<file path="src/rtl/cic_downsample.sv">
// CIC decimator: STAGES integrators at the input rate, decimate by R, STAGES combs
// with differential delay N at the output rate. All arithmetic wraps at DW bits.
module cic_downsample #(
  parameter int width_H = 5,
  parameter int width_W = 20,
  parameter int R       = 32,
  parameter int N       = 1,
  parameter int STAGES  = 1
) (
  input  logic                         clk,
  input  logic                         rst,
  input  logic                         data_i_en,
  input  logic [width_H+width_W-1:0]   data_i,
  output logic                         data_o_en,
  output logic [width_H+width_W-1:0]   data_o
);

  localparam int DW = width_H + width_W;
  localparam int CW = (R > 1) ? $clog2(R) : 1;
  localparam logic [CW-1:0] CNT_LAST = CW'(R - 1);

  logic [DW-1:0]     r_int [STAGES];
  logic [CW-1:0]     r_cnt;
  logic              r_dec_en;
  logic [DW-1:0]     r_dec;
  logic [DW-1:0]     r_c   [STAGES];
  logic [DW-1:0]     r_dly [STAGES][N];
  logic [STAGES:1]   r_en_c;

  logic [DW-1:0]     w_comb_in [STAGES];
  logic [STAGES-1:0] w_en_c;

  // Stage 0 is fed by the decimation register; later stages chain off the previous comb.
  for (genvar k = 0; k < STAGES; k++) begin : g_comb_in
    if (k == 0) begin : g_first
      assign w_comb_in[k] = r_dec;
      assign w_en_c[k]    = r_dec_en;
    end else begin : g_rest
      assign w_comb_in[k] = r_c[k-1];
      assign w_en_c[k]    = r_en_c[k];
    end
  end

  // Integrator chain and decimation counter, advanced only on accepted samples.
  always_ff @(posedge clk) begin
    if (rst) begin
      for (int k = 0; k < STAGES; k++) begin
        r_int[k] <= '0;
      end
      r_cnt    <= '0;
      r_dec    <= '0;
      r_dec_en <= 1'b0;
    end else if (data_i_en) begin
      r_int[0] <= r_int[0] + data_i;
      for (int k = 1; k < STAGES; k++) begin
        r_int[k] <= r_int[k] + r_int[k-1];
      end
      if (r_cnt == CNT_LAST) begin
        r_cnt    <= '0;
        r_dec    <= r_int[STAGES-1];
        r_dec_en <= 1'b1;
      end else begin
        r_cnt    <= r_cnt + 1'b1;
        r_dec_en <= 1'b0;
      end
    end else begin
      r_dec_en <= 1'b0;
    end
  end

  // Comb pipeline: each stage fires one edge after its predecessor and holds otherwise.
  always_ff @(posedge clk) begin
    if (rst) begin
      r_en_c <= '0;
      for (int k = 0; k < STAGES; k++) begin
        r_c[k] <= '0;
        for (int j = 0; j < N; j++) begin
          r_dly[k][j] <= '0;
        end
      end
    end else begin
      for (int k = 0; k < STAGES; k++) begin
        r_en_c[k+1] <= w_en_c[k];
        if (w_en_c[k]) begin
          r_c[k]      <= w_comb_in[k] - r_dly[k][N-1];
          r_dly[k][0] <= w_comb_in[k];
          for (int j = 1; j < N; j++) begin
            r_dly[k][j] <= r_dly[k][j-1];
          end
        end else begin
          r_c[k] <= r_c[k];
        end
      end
    end
  end

  assign data_o    = r_c[STAGES-1];
  assign data_o_en = r_en_c[STAGES];

endmodule

</file>
<file path="config.mk">
export PLATFORM = sky130hd
export DESIGN_NAME = cic_downsample
export DESIGN_NICKNAME = d
export VERILOG_FILES = /design/src/rtl/cic_downsample.sv
export SDC_FILE = /design/constraint.sdc
export NUM_CORES = 1
export LEC_CHECK = 0
export CAP_MARGIN = 10
export CORE_MARGIN = 1.5
export CORE_UTILIZATION = 54
export CTS_BUF_LIST = sky130_fd_sc_hd__clkbuf_8
export CTS_CLUSTER_SIZE = 10
export DETAILED_ROUTE_END_ITERATION = 12
export GPL_TIMING_DRIVEN = 0
export PLACE_DENSITY = 0.78
export SLEW_MARGIN = 20
export SYNTH_ARGS = -nofsm -noshare
export SYNTH_HDL_FRONTEND = slang
export SYNTH_SLANG_ARGS = --single-unit
</file>
<file path="constraint.sdc">
create_clock -name clk -period 2.9 [get_ports clk]
set_clock_uncertainty 0.2 [all_clocks]
set_input_delay 0.58 -clock clk [delete_from_list [all_inputs] [get_ports clk]]
set_output_delay 0.58 -clock clk [all_outputs]
set_load 0.1 [all_outputs]
</file>
==> flow_metrics.env, run 1 <==
export IMPL_p_per_area_nw_per_um2=503.1
export IMPL_die_area_um2=12090
export IMPL_n_antenna_cell=0
export IMPL_ios=54
export IMPL_pwr_share_clk_pct=31.0
export IMPL_syn_area_per_cell_um2=10.14
export IMPL_synthDistinctLibCells=49
export IMPL_cap_violations=0
export IMPL_crit_required_ns=2.82
export IMPL_start_util_pct=56.24
export IMPL_hold_depth=1
export IMPL_irDropWorstVdd_mv=0.2556
export IMPL_power_internal_mw=2.668
export IMPL_fin_crit_sh_pct=98.60
export IMPL_hp_class="register to register"
export IMPL_path_depth=9
export IMPL_first_iter_violations=227
export IMPL_wl_per_cell_um=15.22
export IMPL_cts_made_buffers=9
export IMPL_path_clk_slew_ns=0.09
export IMPL_r2r_end="r_int[0][21]"
export IMPL_synth_net_count=689
export IMPL_swShare_pct=26.98
export IMPL_finalCriticalPeriod_ns=2.859
export IMPL_rsz0062_at_grt="true"
export IMPL_vias=4616
export IMPL_grt_first_pass_wirelength_um=20330
export IMPL_timing_rr_start="r_int[0][1]"
export IMPL_slew_viol_final=0
export IMPL_gp_congestion=0.9116
export IMPL_finalSetupViolCount=0
export IMPL_synth_area_um2=6177
export IMPL_async_flop_share_pct=0
export IMPL_insertion_delay_ns=0.38
export IMPL_core_region_area_um2=10980
export IMPL_reg2regPathDepth=8
export IMPL_fmaxAchievable_mhz=349.7
export IMPL_slowest_delay_ns=0.53
export IMPL_antenna_found_initial=0
export IMPL_final_cells=821
export IMPL_firstDrtPassIters=7
export IMPL_clk_root_buffer_cell="clkbuf_8"
export IMPL_end_kind="register"
export IMPL_critPathKind="primary input to register"
export IMPL_chipWidth_um=110.0
export IMPL_holdPathEnd="r_dec[0]"
export IMPL_crit_family="compound AO/OA/AOI/OAI gates"
export IMPL_cts_tree="done"
export IMPL_io_buffers=51
export IMPL_cts_hold_buf=0
export IMPL_status="finished, final reports clean"
export IMPL_power_frac_seq_pct=48.2
export IMPL_drive_above_1_share_pct=7.489
export IMPL_htreeDepth=3
export IMPL_power_switching_mw=0.9858
export IMPL_pre_cts_slack_ns=-0.7449
export IMPL_syn_instance_count=609
export IMPL_via_per_inst=5.622
export IMPL_dp_hpwl_um=9421
export IMPL_ant_nets=0
export IMPL_holdCritStartpoint="r_dec[0]"
export IMPL_cpMostUsedCell="o211ai_1"
export IMPL_die_h_um=110.0
export IMPL_cpMaxStageDelayCell="clkdlybuf4s50_1"
export IMPL_fp_row_count=38
export IMPL_p_leak_nw=3.121
export IMPL_hold_viol_final=0
export IMPL_synthFlopType="edfxtp_1"
export IMPL_drc=0
export IMPL_ys_warn_count=0
export IMPL_max_slew_margin_pct=35.17
export IMPL_path_max_fanout=5
export IMPL_routed_wl_um=12500
export IMPL_syn_to_final_growth_pct=17.56
export IMPL_grt_max_degree=51
export IMPL_worstMarginPinSlew_ns=0.9694
export IMPL_yosysSeqAreaShare_pct=46.83
export IMPL_crit_arrival_ns=2.78
export IMPL_cts_buffer_depth=2
export IMPL_cts_sinks=107
export IMPL_path_buf_inv=1
export IMPL_combPwrFrac_pct=20.8
export IMPL_cp_cell_sequence="clkdlybuf4s50_1, ha_4, o211ai_1, o211ai_1, a31o_2, o31a_1, a21oi_2, xor2_1, nor2_1"
export IMPL_grt_pass1_vias=4400
export IMPL_rrSetupSlack_ns=0.11
export IMPL_grtUsageTotal_pct=21.98
export IMPL_synth_edf_count=75
export IMPL_ys_ff_latch=107
export IMPL_setup_slack_ns=0.04074
export IMPL_gr_total_overflow=0
export IMPL_cp_start_kind="primary input"
export IMPL_dp_cells=800
export IMPL_nets=756
==> Yosys cell counts (17+ instances only) <==
master     n  area (µm²)
a21o_1    21       157.7
a21oi_1   47       235.2
a22o_1    25       219.0
and2_1    31       193.9
dfxtp_1   32       640.6
edfxtp_1  75        2252
ha_1      50       625.6
inv_1     36       135.1
nand2_1   35       131.4
nor2_1    65       244.0
nor3_1    18       90.09
o21ai_0   24       120.1
xnor2_1   19       166.4
xor2_1    17       148.9
==> routing by layer <==
layer	global-route usage [%]	share of wire, %	up-vias
li1	-	-	2360
met1	28.19	44	2091
met2	37.36	49	145
met3	3.497	5.4	20
met4	8.256	1.9	0
met5	0	0	-
==> worst max path at each step <==
stage / startpoint / to / slack [ns]
6_report: data_i[2] / r_int[0][21] / 0.04
3_5_place_dp: data_i[0] / r_int[0][22] / -0.74
4_1_cts: data_i[0] / r_int[0][24] / 0.006
5_1_grt: data_i[2] / r_int[0][21] / -0.06
2_1_floorplan: data_i[0] / r_int[0][22] / 0.05
3_3_place_gp: data_i[0] / r_int[0][22] / -0.72
==> cells in the final DEF, fill, tap and decap left out, types with 12 or more instances in the layout <==
| cell type | n |
|---|---|
| a21oi_1 | 43 |
| nand2_1 | 35 |
| dfxtp_1 | 32 |
| clkbuf_8 | 12 |
| a22o_1 | 25 |
| ha_1 | 45 |
| inv_1 | 36 |
| clkdlybuf4s50_1 | 47 |
| nor2_1 | 64 |
| and2_1 | 31 |
| a21o_1 | 21 |
| nor3_1 | 18 |
| xnor2_1 | 19 |
| o21ai_0 | 23 |
| edfxtp_1 | 75 |
| xor2_1 | 17 |
==> cell families (layout without fill, tap and decap cells) <==
logic type               Yosys count  in the layout  share of synthesized area (%)
buffers and inverters             51            123                          3.140
AND/OR/NAND/NOR                  183            183                          14.00
flip-flops                       107            107                          46.83
AO/OA/AOI/OAI                    175            175                          19.34
XOR/XNOR                          36             36                          5.104
multiplexers                       5              5                         0.8102
adder cells (fa/ha/maj)           52             52                          10.78
==> through the flow <==
| stage | power (mW) | util, % | hold slack, ns | setup TNS [ns] | area [µm²] |
|---|---|---|---|---|---|
| 2_1_floorplan | 2.324 | - | 0.2494 | 0 | 6177 |
| 3_3_place_gp | 2.477 | 62.49 | 0.2756 | -5.319 | 6863 |
| 3_5_place_dp | 2.501 | 62.49 | 0.2753 | -6.042 | 6863 |
| 4_1_cts | 3.626 | 65.20 | 0.2983 | 0 | 7161 |
| 5_1_grt | 3.801 | 66.12 | 0.3347 | -0.1845 | 7262 |
| 6_report | 3.653 | 66.12 | 0.2979 | 0 | 7262 |
==> state kept, by name, summed over array words and instances (netlist names) <==
signal and flops:
r_int 25, r_dly 25, r_cnt 5, r_dec_en 1, r_dec 25, data_o_en 1, r_c 25
==> power groups by stage <==
stage | clock (mW) | combinational (mW) | sequential [mW]
after floorplan | 0 | 0.460 | 1.86
after global placement | 0 | 0.688 | 1.79
after detailed placement | 0 | 0.708 | 1.79
after CTS | 1.15 | 0.721 | 1.76
after global routing | 1.20 | 0.832 | 1.77
final | 1.13 | 0.760 | 1.76
==> layout make-up <==
cell class	count	area (µm²)
fillers	852	3721
multi-input cells	451	3182
flip-flops and latches	107	2893
repair buffers	56	558.0
well taps	140	175.2
clock buffers	12	165.2
inverters	36	135.1
clock inverters	4	95.09
plain buffers	15	58.81
==> timing repair <==
item / 4_1_cts / 5_1_grt
buffers inserted: 2 / 3
gates cloned: 0 / 0
pin swaps: 5 / 16
endpoints found under the setup margin: 8 / 12
gates resized for setup: 7 / 18
No activity file was read; power rests on OpenSTA's default activity.
==> run 2, diff against run 1 <==
--- a/config.mk
+++ b/config.mk
@@ -6,7 +6,7 @@
 export NUM_CORES = 1
 export LEC_CHECK = 0
 export CAP_MARGIN = 10
-export CORE_MARGIN = 1.5
+export CORE_MARGIN = 10
 export CORE_UTILIZATION = 54
 export CTS_BUF_LIST = sky130_fd_sc_hd__clkbuf_8
 export CTS_CLUSTER_SIZE = 10
==> run 2 against run 1 <==
Register-to-register slack about the same. Setup slack better by 0.032 ns. Non-clock buffer count is 1 higher. Fmax is 1.1% higher. Sequential power about the same. Flip-flop and latch count unchanged. Design area grew 0.26%. Largest cell class unchanged.
==> flow_metrics.env, run 2 (synthesized netlist as in run 1, its figures left out) <==
export IMPL_status="finished, final reports clean"
export IMPL_ant_nets=0
export IMPL_grtUsageTotal_pct=15.67
export IMPL_power_frac_seq_pct=48.6
export IMPL_gp_congestion=0.9367
export IMPL_die_area_um2=16120
export IMPL_slew_viol_final=0
export IMPL_path_max_fanout=5
export IMPL_worstMarginPinSlew_ns=0.9810
export IMPL_cts_made_buffers=9
export IMPL_finalHoldWorstSlack_ns=0.3019
export IMPL_cpMostUsedCell="o211ai_1"
export IMPL_firstDrtPassIters=7
export IMPL_p_per_area_nw_per_um2=497.4
export IMPL_pre_cts_slack_ns=-0.7215
export IMPL_drc=0
export IMPL_fin_crit_sh_pct=97.51
export IMPL_insertion_delay_ns=0.37
export IMPL_io_buffers=51
export IMPL_cpMaxStageDelayCell="clkdlybuf4s50_1"
export IMPL_fin_area_um2=7281
export IMPL_routed_wl_um=12940
export IMPL_slowest_delay_ns=0.46
export IMPL_critPathKind="primary input to register"
export IMPL_n_antenna_cell=0
export IMPL_reg2regPathDepth=9
export IMPL_dp_hpwl_um=9890
export IMPL_power_switching_mw=1.017
export IMPL_utilization_pct=66.01
export IMPL_fp_row_count=38
export IMPL_via_per_inst=5.763
export IMPL_cp_start_kind="primary input"
export IMPL_hold_viol_final=0
export IMPL_setup_slack_ns=0.07235
export IMPL_combPwrFrac_pct=21.1
export IMPL_cts_tree="done"
export IMPL_grt_max_degree=51
export IMPL_grt_first_pass_wirelength_um=21000
export IMPL_rrSetupSlack_ns=0.10
export IMPL_hp_class="register to register"
export IMPL_crit_arrival_ns=2.75
export IMPL_ios=54
export IMPL_gr_total_overflow=0
export IMPL_timing_rr_start="r_int[0][0]"
export IMPL_cap_violations=0
export IMPL_die_h_um=127.0
export IMPL_drive_above_1_share_pct=8.504
export IMPL_power_internal_mw=2.605
export IMPL_end_kind="register"
export IMPL_final_common_cell="edfxtp_1"
export IMPL_core_region_area_um2=11030
export IMPL_clk_root_buffer_cell="clkbuf_8"
export IMPL_swShare_pct=28.08
export IMPL_wl_per_cell_um=15.75
export IMPL_chipWidth_um=127.0
export IMPL_pwr_share_clk_pct=30.2
export IMPL_antenna_found_initial=0
export IMPL_vias=4737
export IMPL_p_leak_nw=3.115
export IMPL_rsz0062_at_grt="true"
export IMPL_cp_cell_sequence="clkdlybuf4s50_1, ha_2, o211ai_1, o211ai_1, a31o_2, o31a_1, a21oi_2, xnor2_1, nor2_1"
export IMPL_irDropWorstVdd_mv=0.2287
export IMPL_nets=757
export IMPL_cts_hold_buf=0
export IMPL_htreeDepth=3
export IMPL_finalSetupViolCount=0
export IMPL_holdCritStartpoint="r_dec[0]"
export IMPL_start_util_pct=56.00
export IMPL_fmaxAchievable_mhz=353.7
export IMPL_syn_to_final_growth_pct=17.87
export IMPL_r2r_end="r_int[0][24]"
export IMPL_cts_sinks=107
export IMPL_max_slew_margin_pct=34.40
export IMPL_crit_required_ns=2.83
export IMPL_crit_family="compound AO/OA/AOI/OAI gates"
export IMPL_holdPathEnd="r_dec[0]"
export IMPL_hold_depth=1
export IMPL_finalCriticalPeriod_ns=2.828
export IMPL_path_clk_slew_ns=0.10
export IMPL_grt_pass1_vias=4493
export IMPL_cts_buffer_depth=2
export IMPL_path_buf_inv=1
export IMPL_first_iter_violations=345
export IMPL_dpl_instance_area_um2=6863
export IMPL_most_common_layout_cells="edfxtp_1, nor2_1, clkdlybuf4s50_1"
==> run 2: worst max-delay path by stage <==
stage | startpoint | end | slack (ns) | cells past startpoint
after detailed placement | data_i[0] | r_int[0][22] | -0.72 | 10
after global routing | r_int[0][0] | r_int[0][24] | -0.03 | 9
after global placement | data_i[0] | r_int[0][22] | -0.67 | 10
final | data_i[2] | r_int[0][17] | 0.07 | 9
after floorplan | data_i[0] | r_int[0][22] | 0.05 | 9
after CTS | data_i[0] | r_int[0][24] | 0.02 | 10
==> run 2: power groups by stage <==
stage          combinational, mW  clock [mW]  sequential (mW)
3_5_place_dp               0.710           0             1.79
6_report                   0.765        1.09             1.76
5_1_grt                    0.836        1.17             1.77
4_1_cts                    0.727        1.11             1.76
2_1_floorplan              0.460           0             1.86
3_3_place_gp               0.684           0             1.79
==> run 2: final cells by class <==
| class | count | area [µm²] |
|---|---|---|
| sequential | 107 | 2893 |
| multi-input combinational | 451 | 3202 |
| timing repair buffer | 58 | 573.1 |
| inverter | 36 | 135.1 |
| tap | 140 | 175.2 |
| clock inverter | 7 | 123.9 |
| buffer | 14 | 55.05 |
| fill | 877 | 3750 |
| clock buffer | 9 | 123.9 |
==> run 2: layer usage <==
metal | share of wire [%] | wire [µm] | up-vias | GRT usage (%)
met1 | 44 | 5758 | 2196 | 18.82
li1 | - | - | 2364 | -
met2 | 47 | 6139 | 147 | 26.52
met4 | 2.6 | 332 | 0 | 6.631
met5 | 0 | 0 | - | 0
met3 | 5.5 | 713 | 30 | 3.374
==> run 2: metrics by stage <==
| step | total power [mW] | cells | TNS [ns] |
|---|---|---|---|
| finish | 3.622 | 822 | 0 |
| global route | 3.771 | 822 | -0.03810 |
| CTS | 3.596 | 819 | 0 |
| detailed placement | 2.505 | 800 | -5.766 |
| global placement | 2.475 | 800 | -5.112 |
| floorplan | 2.324 | 609 | 0 |
==> run 2: what timing repair did <==
action	CTS	global route
pin swaps	6	9
setup buffers	3	4
gates resized for setup	8	20
endpoints found under the setup margin	7	10
